===== src/rtl/mem_arb_pkg.sv =====
// mem_arb_pkg: shared types and constants for the two-port memory arbiter.
//   arb_state_t : arbiter FSM states (ARB_IDLE, ARB_GRANT)
//   owner_t     : requester index (0 = cpu, 1 = loader/DMA)
//   ARB_PORTS   : number of requesters
package mem_arb_pkg;

  localparam int unsigned ARB_PORTS = 2;

  typedef enum logic [0:0] {
    ARB_IDLE  = 1'b0,
    ARB_GRANT = 1'b1
  } arb_state_t;

  typedef logic owner_t;

  localparam owner_t OWNER_CPU    = 1'b0;
  localparam owner_t OWNER_LOADER = 1'b1;

endpackage


===== src/rtl/mem_arb_rr.sv =====
// mem_arb_rr: combinational two-way round-robin pick.
// Ports:
//   req        in   [1:0]  request vector, bit N = port N
//   last_owner in   1      port that received the most recent grant
//   winner     out  1      chosen port (meaningful only when valid)
//   valid      out  1      at least one request is present
module mem_arb_rr
  import mem_arb_pkg::*;
(
  input  logic [ARB_PORTS-1:0] req,
  input  owner_t               last_owner,
  output owner_t               winner,
  output logic                 valid
);

  always_comb begin
    valid  = |req;
    winner = OWNER_CPU;
    if (req[0] && req[1]) begin
      // On contention the port that did not go last wins, so grants alternate.
      winner = owner_t'(~last_owner);
    end else if (req[1]) begin
      winner = OWNER_LOADER;
    end else begin
      winner = OWNER_CPU;
    end
  end

endmodule


===== src/rtl/mem_arbiter.sv =====
// mem_arbiter: shares a single-port RAM between port 0 (cpu) and port 1 (loader/DMA).
// One access per grant, round-robin on contention, registered memory-side outputs.
// Optional feature: define MEM_ARB_BURST_EN to let the current owner keep the bus for up to
// MAX_BURST back-to-back grants while it keeps requesting.
// Ports:
//   clock, reset                     rising-edge clock, synchronous active-high reset
//   rN_req/rN_we/rN_addr/rN_wdata    request from port N, held stable until rN_gnt
//   rN_gnt                           one-cycle pulse: port N's access is on the memory bus
//   rN_rdata/rN_rvalid               read data, pulse valid the cycle after a read grant
//   mem_we/mem_addr/mem_wdata        registered memory controls
//   mem_rdata                        combinational memory read data
//   busy                             high while in ARB_GRANT
module mem_arbiter
  import mem_arb_pkg::*;
#(
  parameter int unsigned AW        = 8,
  parameter int unsigned DW        = 8,
  parameter int unsigned MAX_BURST = 4
) (
  input  logic          clock,
  input  logic          reset,
  input  logic          r0_req,
  input  logic          r0_we,
  input  logic [AW-1:0] r0_addr,
  input  logic [DW-1:0] r0_wdata,
  output logic          r0_gnt,
  output logic [DW-1:0] r0_rdata,
  output logic          r0_rvalid,
  input  logic          r1_req,
  input  logic          r1_we,
  input  logic [AW-1:0] r1_addr,
  input  logic [DW-1:0] r1_wdata,
  output logic          r1_gnt,
  output logic [DW-1:0] r1_rdata,
  output logic          r1_rvalid,
  output logic          mem_we,
  output logic [AW-1:0] mem_addr,
  output logic [DW-1:0] mem_wdata,
  input  logic [DW-1:0] mem_rdata,
  output logic          busy
);

  arb_state_t state_q, state_d;
  owner_t     last_owner_q, last_owner_d;

  logic          mem_we_q, mem_we_d;
  logic [AW-1:0] mem_addr_q, mem_addr_d;
  logic [DW-1:0] mem_wdata_q, mem_wdata_d;

  logic [ARB_PORTS-1:0] rvalid_q, rvalid_d;
  logic [DW-1:0]        rdata0_q, rdata0_d;
  logic [DW-1:0]        rdata1_q, rdata1_d;

  logic [ARB_PORTS-1:0] req_vec;
  owner_t               rr_winner;
  logic                 rr_valid;

  owner_t        sel_owner;
  logic          sel_we;
  logic [AW-1:0] sel_addr;
  logic [DW-1:0] sel_wdata;

  logic stay_grant;
  logic grant_read;

  assign req_vec = {r1_req, r0_req};

  mem_arb_rr u_rr (
    .req        (req_vec),
    .last_owner (last_owner_q),
    .winner     (rr_winner),
    .valid      (rr_valid)
  );

  // In IDLE the round-robin winner is loaded; during a burst the current owner reloads.
  assign sel_owner = (state_q == ARB_IDLE) ? rr_winner : last_owner_q;

  always_comb begin
    if (sel_owner == OWNER_LOADER) begin
      sel_we    = r1_we;
      sel_addr  = r1_addr;
      sel_wdata = r1_wdata;
    end else begin
      sel_we    = r0_we;
      sel_addr  = r0_addr;
      sel_wdata = r0_wdata;
    end
  end

`ifdef MEM_ARB_BURST_EN
  localparam int unsigned CntW = (MAX_BURST > 1) ? $clog2(MAX_BURST) : 1;

  // Counts extra grants taken in the current burst (0 on the first grant).
  logic [CntW-1:0] burst_cnt_q, burst_cnt_d;

  assign stay_grant = (state_q == ARB_GRANT) && req_vec[last_owner_q] &&
                      (32'(burst_cnt_q) < (MAX_BURST - 1));

  always_comb begin
    burst_cnt_d = '0;
    if (stay_grant) begin
      burst_cnt_d = burst_cnt_q + CntW'(1);
    end
  end

  always_ff @(posedge clock) begin
    if (reset) begin
      burst_cnt_q <= '0;
    end else begin
      burst_cnt_q <= burst_cnt_d;
    end
  end
`else
  // Without bursts every grant returns to IDLE; MAX_BURST has no effect.
  assign stay_grant = (MAX_BURST == 0) & 1'b0;
`endif

  // Next state and memory-side register loads.
  always_comb begin
    state_d      = state_q;
    last_owner_d = last_owner_q;
    mem_we_d     = 1'b0;
    mem_addr_d   = mem_addr_q;
    mem_wdata_d  = mem_wdata_q;
    unique case (state_q)
      ARB_IDLE: begin
        if (rr_valid) begin
          state_d      = ARB_GRANT;
          last_owner_d = rr_winner;
          mem_we_d     = sel_we;
          mem_addr_d   = sel_addr;
          mem_wdata_d  = sel_wdata;
        end
      end
      ARB_GRANT: begin
        if (stay_grant) begin
          mem_we_d    = sel_we;
          mem_addr_d  = sel_addr;
          mem_wdata_d = sel_wdata;
        end else begin
          state_d = ARB_IDLE;
        end
      end
      default: begin
        state_d = ARB_IDLE;
      end
    endcase
  end

  // Read data is sampled at the end of the grant cycle; each port's copy holds until its next read.
  assign grant_read = (state_q == ARB_GRANT) && !mem_we_q;

  always_comb begin
    rvalid_d    = '0;
    rdata0_d    = rdata0_q;
    rdata1_d    = rdata1_q;
    if (grant_read) begin
      if (last_owner_q == OWNER_LOADER) begin
        rvalid_d[1] = 1'b1;
        rdata1_d    = mem_rdata;
      end else begin
        rvalid_d[0] = 1'b1;
        rdata0_d    = mem_rdata;
      end
    end
  end

  // A reset in the grant cycle still lets the RAM take the write on this edge,
  // because mem_we is already high; only the arbiter's own state is cleared.
  always_ff @(posedge clock) begin
    if (reset) begin
      state_q      <= ARB_IDLE;
      last_owner_q <= OWNER_LOADER;
      mem_we_q     <= 1'b0;
      mem_addr_q   <= '0;
      mem_wdata_q  <= '0;
      rvalid_q     <= '0;
      rdata0_q     <= '0;
      rdata1_q     <= '0;
    end else begin
      state_q      <= state_d;
      last_owner_q <= last_owner_d;
      mem_we_q     <= mem_we_d;
      mem_addr_q   <= mem_addr_d;
      mem_wdata_q  <= mem_wdata_d;
      rvalid_q     <= rvalid_d;
      rdata0_q     <= rdata0_d;
      rdata1_q     <= rdata1_d;
    end
  end

  assign busy      = (state_q == ARB_GRANT);
  assign r0_gnt    = busy && (last_owner_q == OWNER_CPU);
  assign r1_gnt    = busy && (last_owner_q == OWNER_LOADER);
  assign r0_rvalid = rvalid_q[0];
  assign r1_rvalid = rvalid_q[1];
  assign r0_rdata  = rdata0_q;
  assign r1_rdata  = rdata1_q;
  assign mem_we    = mem_we_q;
  assign mem_addr  = mem_addr_q;
  assign mem_wdata = mem_wdata_q;

endmodule


===== config.mk =====
export PLATFORM = sky130hd
export DESIGN_NAME = mem_arbiter
export DESIGN_NICKNAME = d
export VERILOG_FILES = /design/src/rtl/mem_arb_pkg.sv /design/src/rtl/mem_arb_rr.sv /design/src/rtl/mem_arbiter.sv
export SDC_FILE = /design/constraint.sdc
export NUM_CORES = 1
export LEC_CHECK = 0
export CAP_MARGIN = 20
export CORE_MARGIN = 2
export CORE_UTILIZATION = 35
export CTS_CLUSTER_DIAMETER = 150
export DETAILED_ROUTE_END_ITERATION = 10
export PLACE_DENSITY = 0.74
export SLEW_MARGIN = 30
export SYNTH_ARGS = -nofsm -noshare
export SYNTH_HDL_FRONTEND = slang
export SYNTH_SLANG_ARGS = --single-unit

===== constraint.sdc =====
create_clock -name clock -period 2.5 [get_ports clock]
set_clock_uncertainty 0.05 [all_clocks]
set_input_delay 0.375 -clock clock [delete_from_list [all_inputs] [get_ports clock]]
set_output_delay 0.375 -clock clock [all_outputs]
set_load 0.005 [all_outputs]

==> key figures <==
Layout
  – Area of the multi-input gates: 626.9 um^2
  – Area grow syn2layout: 67.40%
  – Fin cells: 271
  – Nets: 266
  – Register area: 740.7 um^2
  – Ant. Diodes: 0
  – Share of cells above drive strength 1: 5.882%
  – Fill count: 361

Die
  – Core area: 3971 um^2
  – Die Wd: 67.95 um
  – Full die area: 4617 um^2
  – Io pins: 84
  – Initial core utilization: 36.04%
  – # rows: 23
  – Die height: 67.95 um

Global route
  – Global-route usage over all layers: 16.85%
  – Grt total ovfl: 0
  – Antenna violations before repair: 0
  – Number of global-route vias before repair: 1201
  – Largest net degree at the start of global routing: 20
  – First-pass GRT wire length: 5664 um

Timing
  – Slew Viols, Final: 0
  – Hold_ws: 0.4065 ns
  – Final setup viols: 0
  – Sum Neg Setup Slack: 0 ns
  – Final hold vios: 0
  – Smallest setup slack after layout: 0.6057 ns
  – Slew @ Worst Pin: 0.6577 ns
  – Fin crit period: 1.894 ns
  – RSZ-0062 raised after global routing: false
  – Max Fclk: 527.9 MHz
  – Final worst-path cycle share: 75.77%
  – Max transition margin: 56.11%

Power
  – Flop pwr share: 44.5%
  – Clk pwr share: 36.2%
  – Net Sw Power: 337.4 uW
  – Pint: 1.136 mW
  – Combinational share of power: 19.3%
  – VDD IR max: 0.3418 mV
  – Power Density: 615.1 nW/um^2
  – Sw Share: 22.89%
  – P_leak: 0.8872 nW

Synthesis
  – Main combinational cell family by area after synthesis: multiplexers
  – Compound-gate portion of the synthesized area: 13.90%
  – Register bit total from synthesis: 37
  – Sequential fraction of the synthesis area: 51.75%
  – Post-Syn Area per Cell: 10.37 um^2
  – Mapped Cells: 138
  – Post-Synth XOR/XNOR Area: 0%
  – Ys Warns: 0
  – Mux cell area share after synthesis: 17.48%
  – Post-Synth Simple-Gate Area: 12.24%
  – Mapped cell area: 1431 um^2
  – Area share of fa/ha/maj cells after synthesis: 0%
  – Yosys cell types: 19
  – Syn nets: 184

Clock tree
  – Clk buf depth: 2
  – Clock Root Buffer: clkbuf_8
  – Hold_buf cts: 0
  – Postcts setup bufs: 0
  – Worst-path clk slew: 0.08 ns
  – Htree depth: 2
  – CTS Buf Count: 5
  – Skew-Pair Late Insertion Delay: 0.28 ns
  – Post-CTS sizing: 0
  – CTS tree: done
  – CTS Sinks: 37

Outcome
  – Outcome: completed

Critical path
  – Worst setup EP type: output pin
  – Startpoint types: register
  – Worst-path cell chain: and2_4, clkdlybuf4s50_1
  – Slowest CP cell: clkdlybuf4s50_1
  – Slowest stage delay, CP: 0.49 ns
  – Worst EP required: 2.08 ns
  – Critical path class: register to output pin
  – CP Buf/Inv Count: 1
  – Critical path peak fanout: 7
  – Top Family by Delay on Critical Path: buffers and inverters
  – Arr. time, crit path: 1.47 ns

Placement
  – Pre-CTS setup slack: 0.4848 ns
  – IO Port Bufs: 83
  – HPWL Detailed: 2640 um
  – Placed cells: 263
  – Routability congestion estimate: 0.7713

Routing
  – DRT antenna net count: 0
  – Vias per inst: 4.705
  – Detailed-route via count: 1275
  – First-pass iteration count of the detailed router: 4
  – Initial DRC Count: 45
  – Total wire length: 3591 um
  – Post-DR wirelength/cell: 13.25 um
  – Number of remaining DRC errors: 0

Run
  – Max-cap violations: 0

Min path
  – HP Class: register to register
## final cells by class
class	instances	area share, %
timing repair buffer	84	34.99
sequential	37	30.91
multi-input combinational	90	26.16
clock buffer	6	3.446
tap	50	2.611
clock inverter	2	1.567
inverter	2	0.3133
## Yosys cell counts, drive strengths merged
master | number | area (um^2)
nand2 | 18 | 67.56
o2bb2ai | 16 | 140.1
nor4 | 1 | 6.260
a221o | 1 | 10.01
nor2b | 1 | 6.260
a31o | 1 | 8.760
nor2 | 15 | 56.30
or3 | 1 | 6.260
buf | 3 | 36.28
mux2i | 25 | 250.2
and2 | 1 | 8.760
clkbuf | 6 | 22.52
dfxtp | 37 | 740.7
inv | 2 | 7.510
or2b | 1 | 7.510
nor3 | 1 | 16.27
a21oi | 8 | 40.04
## power by group through the flow
| stage | Combinational, mW | Clock (mW) | Sequential [mW] |
|---|---|---|---|
| 6_report | 0.284 | 0.534 | 0.656 |
| 5_1_grt | 0.311 | 0.586 | 0.661 |
| 4_1_cts | 0.290 | 0.549 | 0.656 |
| 3_5_place_dp | 0.288 | 0 | 0.668 |
| 3_3_place_gp | 0.283 | 0 | 0.670 |
| 2_1_floorplan | 0.121 | 0 | 0.671 |
## routing by layer
layer | wire (um) | global-route usage [%] | up-vias
li1 | - | - | 642
met1 | 1517 | 19.39 | 580
met2 | 1727 | 27.79 | 48
met3 | 297 | 6.250 | 5
met4 | 48 | 7.500 | 0
met5 | 0 | 0 | -
## sequential cells by signal, indices dropped and copies added, names as in the netlist
signal        cells
rvalid_q          2
mem_we            1
busy              1
r0_rdata          8
last_owner_q      1
mem_addr          8
mem_wdata         8
r1_rdata          8
## logic make-up (layout without fill, tap and decap cells)
family                 Yosys count  count (layout)
flip-flops                      37              37
multiplexers                    25              25
buffers and inverters           11              94
AO/OA/AOI/OAI                   26              26
AND/OR/NAND/NOR                 39              39
## final timing paths
check / startpoint / end / slack [ns] / cells after the start
setup / recovery: last_owner_q / r1_gnt / 0.61 / 2
hold / removal: r1_rdata[5] / r1_rdata[5] / 0.41 / 2
setup reg to reg: last_owner_q / mem_addr[5] / 0.79 / 4
hold reg to reg: r1_rdata[5] / r1_rdata[5] / 0.41 / 2
## per-stage QoR
stage,power (mW),utilization [%],instance area [um^2]
floorplan,0.7922,-,1431
global placement,0.9525,57.25,2273
detailed placement,0.9564,57.31,2276
CTS,1.494,60.33,2396
global route,1.558,60.33,2396
finish,1.474,60.33,2396
## worst register-to-register path, delay by kind of cell (launching register included)
family | cells | cell delay [ns]
muxes | 1 | 0.28
AOI/OAI and AO/OA | 2 | 0.55
DFF | 1 | 0.48
and+or+nand+nor | 1 | 0.22
## cells in the final DEF, fill, tap and decap left out
cell type / n
dfxtp_1: 37
nor2_2: 1
clkbuf_8: 6
a31o_2: 1
a221o_1: 1
clkdlybuf4s50_1: 83
bufinv_16: 1
clkinvlp_4: 1
or2b_1: 1
nand2_1: 18
a21oi_1: 8
nor4_1: 1
inv_1: 2
mux2i_1: 25
or3_1: 1
nor2_1: 14
nor2b_1: 1
o2bb2ai_1: 16
and2_4: 1
buf_4: 1
nor3_4: 1
No activity file was read; power rests on OpenSTA's default activity.
